==> src/rtl/pipe_stage_pkg.sv <==
// rtl/pipe_stage_pkg.sv - shared state encoding and default widths for the skid pipeline stage
package pipe_stage_pkg;

  localparam int DEF_DATA_W = 128;
  localparam int DEF_CNT_W  = 32;

  typedef enum logic [1:0] {
    EMPTY = 2'd0,
    ONE   = 2'd1,
    TWO   = 2'd2
  } stage_state_t;

endpackage

==> src/rtl/pipe_sat_counter.sv <==
// rtl/pipe_sat_counter.sv - saturating event counter, clears only on reset
module pipe_sat_counter #(
  parameter int CNT_W = 32
) (
  input  logic             CLK,
  input  logic             nRST,
  input  logic             inc,
  output logic [CNT_W-1:0] cnt
);

  localparam logic [CNT_W-1:0] ONE_V = {{(CNT_W-1){1'b0}}, 1'b1};

  always_ff @(posedge CLK or negedge nRST) begin
    if (!nRST)
      cnt <= '0;
    else if (inc && (cnt != '1))
      cnt <= cnt + ONE_V;
  end

endmodule

==> src/rtl/pipe_stage_skid.sv <==
// rtl/pipe_stage_skid.sv - two-entry skid pipeline stage; PIPE_STAGE_PERF_EN enables the stall counter
module pipe_stage_skid
  import pipe_stage_pkg::*;
#(
  parameter int DATA_W = DEF_DATA_W,
  parameter int CNT_W  = DEF_CNT_W
) (
  input  logic              CLK,
  input  logic              nRST,
  input  logic              en,
  input  logic              flush,
  input  logic              in_valid,
  input  logic [DATA_W-1:0] in_data,
  output logic              in_ready,
  output logic              out_valid,
  output logic [DATA_W-1:0] out_data,
  input  logic              out_ready,
  output logic [CNT_W-1:0]  stall_cnt
);

  stage_state_t      state;
  logic [DATA_W-1:0] main_q;
  logic [DATA_W-1:0] skid_q;
  logic              accept;
  logic              consume;

  // Ready looks only at registered state so out_ready never reaches in_ready.
  assign in_ready  = en && (state != TWO);
  assign out_valid = (state != EMPTY);
  assign out_data  = main_q;
  assign accept    = in_valid && in_ready;
  assign consume   = en && out_valid && out_ready;

  always_ff @(posedge CLK or negedge nRST) begin
    if (!nRST) begin
      state  <= EMPTY;
      main_q <= '0;
      skid_q <= '0;
    end else if (flush) begin
      state <= EMPTY;
    end else if (en) begin
      case (state)
        EMPTY: begin
          if (accept) begin
            state  <= ONE;
            main_q <= in_data;
          end
        end
        ONE: begin
          if (accept && !consume) begin
            state  <= TWO;
            skid_q <= in_data;
          end else if (accept) begin
            main_q <= in_data;
          end else if (consume) begin
            state <= EMPTY;
          end
        end
        TWO: begin
          if (consume) begin
            state  <= ONE;
            main_q <= skid_q;
          end
        end
        default: state <= EMPTY;
      endcase
    end
  end

`ifdef PIPE_STAGE_PERF_EN
  pipe_sat_counter #(
    .CNT_W(CNT_W)
  ) u_stall_cnt (
    .CLK (CLK),
    .nRST(nRST),
    .inc (out_valid && !out_ready && !flush),
    .cnt (stall_cnt)
  );
`else
  assign stall_cnt = '0;
`endif

endmodule

==> config.mk <==
export PLATFORM = sky130hd
export DESIGN_NAME = pipe_stage_skid
export DESIGN_NICKNAME = d
export VERILOG_FILES = /design/src/rtl/pipe_stage_pkg.sv /design/src/rtl/pipe_sat_counter.sv /design/src/rtl/pipe_stage_skid.sv
export SDC_FILE = /design/constraint.sdc
export NUM_CORES = 1
export LEC_CHECK = 0
export ABC_AREA = 1
export CORE_UTILIZATION = 35
export CTS_BUF_LIST = sky130_fd_sc_hd__clkbuf_8
export CTS_CLUSTER_DIAMETER = 120
export CTS_CLUSTER_SIZE = 30
export DETAILED_ROUTE_END_ITERATION = 8
export SLEW_MARGIN = 20
export SYNTH_ARGS = -nofsm -noshare
export SYNTH_HDL_FRONTEND = slang
export SYNTH_SLANG_ARGS = --single-unit
==> constraint.sdc <==
create_clock -name CLK -period 2 [get_ports CLK]
set_clock_uncertainty 0.1 [all_clocks]
set_input_delay 0.4 -clock CLK [delete_from_list [all_inputs] [get_ports CLK]]
set_output_delay 0.4 -clock CLK [all_outputs]
set_load 0.05 [all_outputs]
# After elaboration in Yosys (flattened, before gate mapping)
# Cells that the tools add are included.
[totals] word_cells=38 reg_bits=258 in_bits=134 output_inout_bits=162
[op_classes] n_reduce_logical=13 eq_ne=9 mux=12 bitwise_logic=1
[ops] op="128-bit 2-to-1 mux" n=3
[ops] op="128-bit case mux with 3 select lines" n=1
[ops] op="2-bit 2-to-1 mux" n=7
[ops] op="5-bit AND reduction" n=2
[ops] op="4-bit != test, second input constant" n=2
[ops] op="2-bit != test, second input constant" n=3
[ops] op="3-bit != test, second input constant" n=2
[ops] op="2-bit case mux with 3 select lines" n=1
[ops] op="1-bit logical AND" n=5
[ops] op="4-bit AND reduction" n=1
[ops] op="2-bit nonzero test" n=2
[ops] op="3-bit nonzero test" n=1
[ops] op="2-bit by 1-bit equality test with 1-bit output, second input constant" n=1
[ops] op="2-bit equality test, second input constant" n=1
[ops] op="2-bit logical NOT" n=1
[ops] op="1-bit logical NOT" n=1
[ops] op="1-bit inverter" n=1

# Logic depth before layout (Yosys ltp)
[depth] ltp_word=9 depth_mapped=10 mapped_depth_nobuf=9

# Least setup slack after synthesis
# OpenSTA, ideal clock, no wires.
[synth_path] path_kind="register to output" start="register state[0]" end="output port in_ready" t_required_ns=1.500 t_arrival_ns=1.451 n_path_buf=1 slack_ns=0.049 stages_incl_launch_ff=6 cell_sequence="dfrtp_1 > inv_1 > nand2_2 > inv_1 > clkbuf_1 > nor2_1"
[synth_via] elab_chain_cells=2
[synth_rtl] item="from (decl)" line="pipe_stage_skid.sv:21" rtl="stage_state_t state;"
[synth_rtl] item="from (signal assigned)" line="pipe_stage_skid.sv:36" rtl="state <= EMPTY;"
[synth_rtl] item="from (signal assigned)" line="pipe_stage_skid.sv:40" rtl="state <= EMPTY;"
[synth_rtl] item="from (signal assigned)" line="pipe_stage_skid.sv:45" rtl="state <= ONE;"
[synth_rtl] item="2-bit != test" line="pipe_stage_skid.sv:28" rtl="assign in_ready = en && (state != TWO);"
[synth_rtl] item="1-bit logical AND" line="pipe_stage_skid.sv:28"
[synth_rtl] item="to (decl)" line="pipe_stage_skid.sv:14" rtl="output logic in_ready,"
# No other way between the ends.

# Worst setup path after layout
[layout_path] start="register state[1]" end="output port in_ready"
# The elaborated chain is that of the path after synthesis.

==> metrics.md <==
| Metric | Value |
|---|---|
| Arrival time worst endpoint | around 1.6 ns |
| Gate Count Post-Synth | about 1300 |
| Slew of the pin with the lowest slew margin | between 0.6 and 0.7 ns |
| Failing checks | setup timing |
| Worst hold path cell count | 3 |
| Via-per-instance ratio | roughly 4.6 |
| Worst setup slack after layout | -0.112 ns |
| Grt total ovfl | 0 |
| Number of placed instances, taps included | around 1900 |
| Average wire per standard cell | 14.3 um |
| Number of failing setup endpoints in the final timing report | 2 |
| Skew-Pair Late Insertion Delay | ~0.54 ns |
| Post-synthesis cell type with the largest combined area | dfrtp_1 |
| Post-detailed-route count of antenna-violating nets | 0 |
| Count of cells along the worst register-to-register path | 10 |
| Final design utilization | 46.3% |
| Drt pass-1 iters | 5 |
| Endpoint of the worst-slack reg-to-reg timing path | out_data[73] |
| Post-layout power | between 10 and 15 mW |
| Hold Crit Class | input port to flop |
| Synth top area share | 57.7% |
| H-Tree Depth | 1 |
| Effective utilization at floorplan | ~36% |
| Clock input transition at the sequential cells of the worst setup and hold paths | 0.18 ns |
| Total number of vias | around 9000 |
| Detailed-route DRC error count | 0 |
| CTS Buffer Depth | 3 |
| Type of the setup path with the least slack | flop to primary output |
| Netlist area before placement | 11200 um^2 |
| Grt met2 use | 28.2% |
| Summed area of non-filler cells in the final layout | between 10000 and 15000 um^2 |
| Fraction of layout cells with a size suffix above 1 | 12.9% |
| Wire length of the first global-routing pass | 44900 um |
| Floorplan die area | approximately 33000 um^2 |
| Data required time of the worst path | ~1.5 ns |
| Static power due to leakage | about 7.3 nW |
| Final net count | 1690 |
| Final WL | between 20000 and 30000 um |
| Count of fill cells added during filler insertion | 3058 |
| Seq cells post-synth | 258 |
| Destination of the worst hold path | skid_q[78] |
| Origin of the critical flop-to-flop path | state[1] |
| Count of input and output buffers | between 200 and 300 |
| Total CTS buffers | 12 |
| Setup repair after global routing missed its margin | true |
| Met1 Usage GRT | between 20% and 30% |
| Routability Congestion | slightly below 0.8 |
| Library cell used as clock root buffer | clkbuf_8 |
| Element type at the critical path start | flop |
| Hold WS | around 0.29 ns |
| Worst-path cell with the longest stage delay | dfrtp_2 |
| Worst reg-to-reg setup slack | about 0.11 ns |
| Sequential-to-total area share from yosys stat | a little under 60% |
| Hold path start | in_data[78] |
| Worst Setup End Kind | primary output |
| GRT Overall Usage | 16.8% |
| Standard cell area after detailed placement | ~14000 um^2 |
| Number of global-route vias before repair | 8475 |
| Grt met3 use | ~2.1% |
| Iteration-0 DRC count of the detailed router | 658 |
| Overall die width | about 180 um |
| Total area of multi-input combinational cells | 3690 um^2 |
| Die extent in y | 181 um |
| Status | finished with violations |
| Ys Warns | 0 |
| Final instance count without filler cells | a little under 2000 |
| Cell-by-cell listing of the critical path | nand2_8 -> clkinvlp_4 -> buf_12 -> nor2_4 -> buf_12 |
| Number of endpoints with negative hold slack in the final report | 0 |
| Share of the cycle needed by the critical path after routing | 106% |
| Top achievable clock speed | ~470 MHz |
| Antenna violations before repair | 1 |
| Count of pins over their slew limit | 0 |
| Worst slew slack as a fraction of its limit | about three fifths |
| Placeable core area | about 31000 um^2 |
| Total clock sinks | ~260 |
| Largest net degree at the start of global routing | 163 |
| Number of maximum-capacitance violations | 0 |
| Power density over cell area | around 950 nW/um^2 |
| Dominant cell type by count on the critical path | buf_12 |
| Sequential Area | between 6000 and 7000 um^2 |
| Top library cells by usage in the layout, fill and taps aside | nand2_1 (396), o21ai_0 (268), dfrtp_1 (257), clkdlybuf4s50_1 (132), inv_1 (131) |
| Mean instance size in the synthesized netlist | 8.58 um^2 |
| Largest stage delay on the critical path | slightly below 0.5 ns |
| Crit path time final | 2.11 ns |
| Most common library cell in the layout ignoring fill and taps | nand2_1 |
| I/O pin cnt | 296 |
| Top Usage Layer GRT | met2 |
| Number of distinct library cells after synthesis | 20 |
| Maximum ir drop on the vdd rail | roughly 0.00066 V |
| Final HPWL from detailed placement | 18300 um |
| TritonCTS clock tree | yes |
| Row count | 65 |
| Critical path peak fanout | 4 |
| Top cells by area in the synthesized netlist | dfrtp_1 (58%), nand2_1 (13%), o21ai_0 (12%), o21ai_1 (4.7%), inv_1 (4.5%) |
| Area growth syn-to-layout | 30.2% |
==> how the worst max path moves through the flow <==
| stage | from | to | slack (ns) | cells after the start |
|---|---|---|---|---|
| 6_report | state[1] | in_ready | -0.11 | 5 |
| 5_1_grt | state[1] | in_ready | -0.20 | 5 |
| 4_1_cts | state[1] | in_ready | -0.17 | 5 |
| 3_5_place_dp | en | out_data[114] | -0.26 | 9 |
| 3_3_place_gp | en | out_data[109] | -0.24 | 9 |
| 2_1_floorplan | state[0] | in_ready | 0.05 | 5 |
==> area by class of cell <==
type | count | area share (%)
multi-input cells | 826 | 25.3
flip-flops and latches | 258 | 44.3
clock buffers | 13 | 1.23
well taps | 402 | 3.45
inverters | 135 | 3.52
diodes | 1 | 0.0172
clock inverters | 2 | 0.266
repair buffers | 323 | 21.9
==> Yosys cell counts <==
cell type / n
clkbuf_1: 33
a21oi_1: 2
conb_1: 1
nand3_1: 3
nand4_2: 1
o21ai_0: 273
nand4_1: 1
inv_1: 135
buf_4: 43
o21ai_2: 6
buf_1: 4
nand2_1: 398
nand2_2: 1
buf_6: 11
nor2_2: 1
nand3_2: 1
buf_2: 25
dfrtp_1: 258
o21ai_1: 105
nor2_1: 2
==> stage by stage <==
stage          TNS, ns  worst slack, ns
2_1_floorplan        0           0.0491
3_3_place_gp    -39.97           -0.236
3_5_place_dp    -44.77           -0.264
4_1_cts         -0.243           -0.169
5_1_grt         -0.394           -0.199
6_report        -0.169           -0.112
==> power breakdown <==
part           switching [mW]  total [mW]  internal (mW)  leakage, nW
Clock                    1.59        2.33          0.738        0.112
Combinational            3.11        4.59           1.48         3.98
Sequential              0.556        6.86           6.30         3.24
Total                    5.26        13.8           8.52         7.33
==> cells by family after synthesis <==
kind of cell | after synthesis | share of synthesized area, %
AND/OR/NAND/NOR | 408 | 13.9
AO/OA/AOI/OAI | 386 | 17.5
other | 1 | 0.0335
buffers and inverters | 251 | 10.9
flip-flops | 258 | 57.7
==> flip-flops by register name, indices dropped and copies added, names as in the netlist <==
name / flops
skid_q: 128
out_data: 128
state: 2
==> metal layers <==
layer	vias up	share of wire, %
met4	0	2.0
met5	-	0
met3	22	4.2
li1	4548	-
met1	4244	46
met2	205	48
==> critical path, delay by kind of cell, from the launching register on <==
family,cells,cell delay (ns)
buffers and inverters,3,0.37
flip-flops,1,0.49
AND/OR/NAND/NOR,2,0.22
==> timing repair <==
action                     in CTS  in global routing
hold buffers                    1                  0
resized for setup              62                 44
pin swaps                       1                  4
buffers inserted                2                  8
setup endpoints to repair      38                140
cloned                          2                  3
hold endpoints to repair       53                  0
No activity file was read; power rests on OpenSTA's default activity.
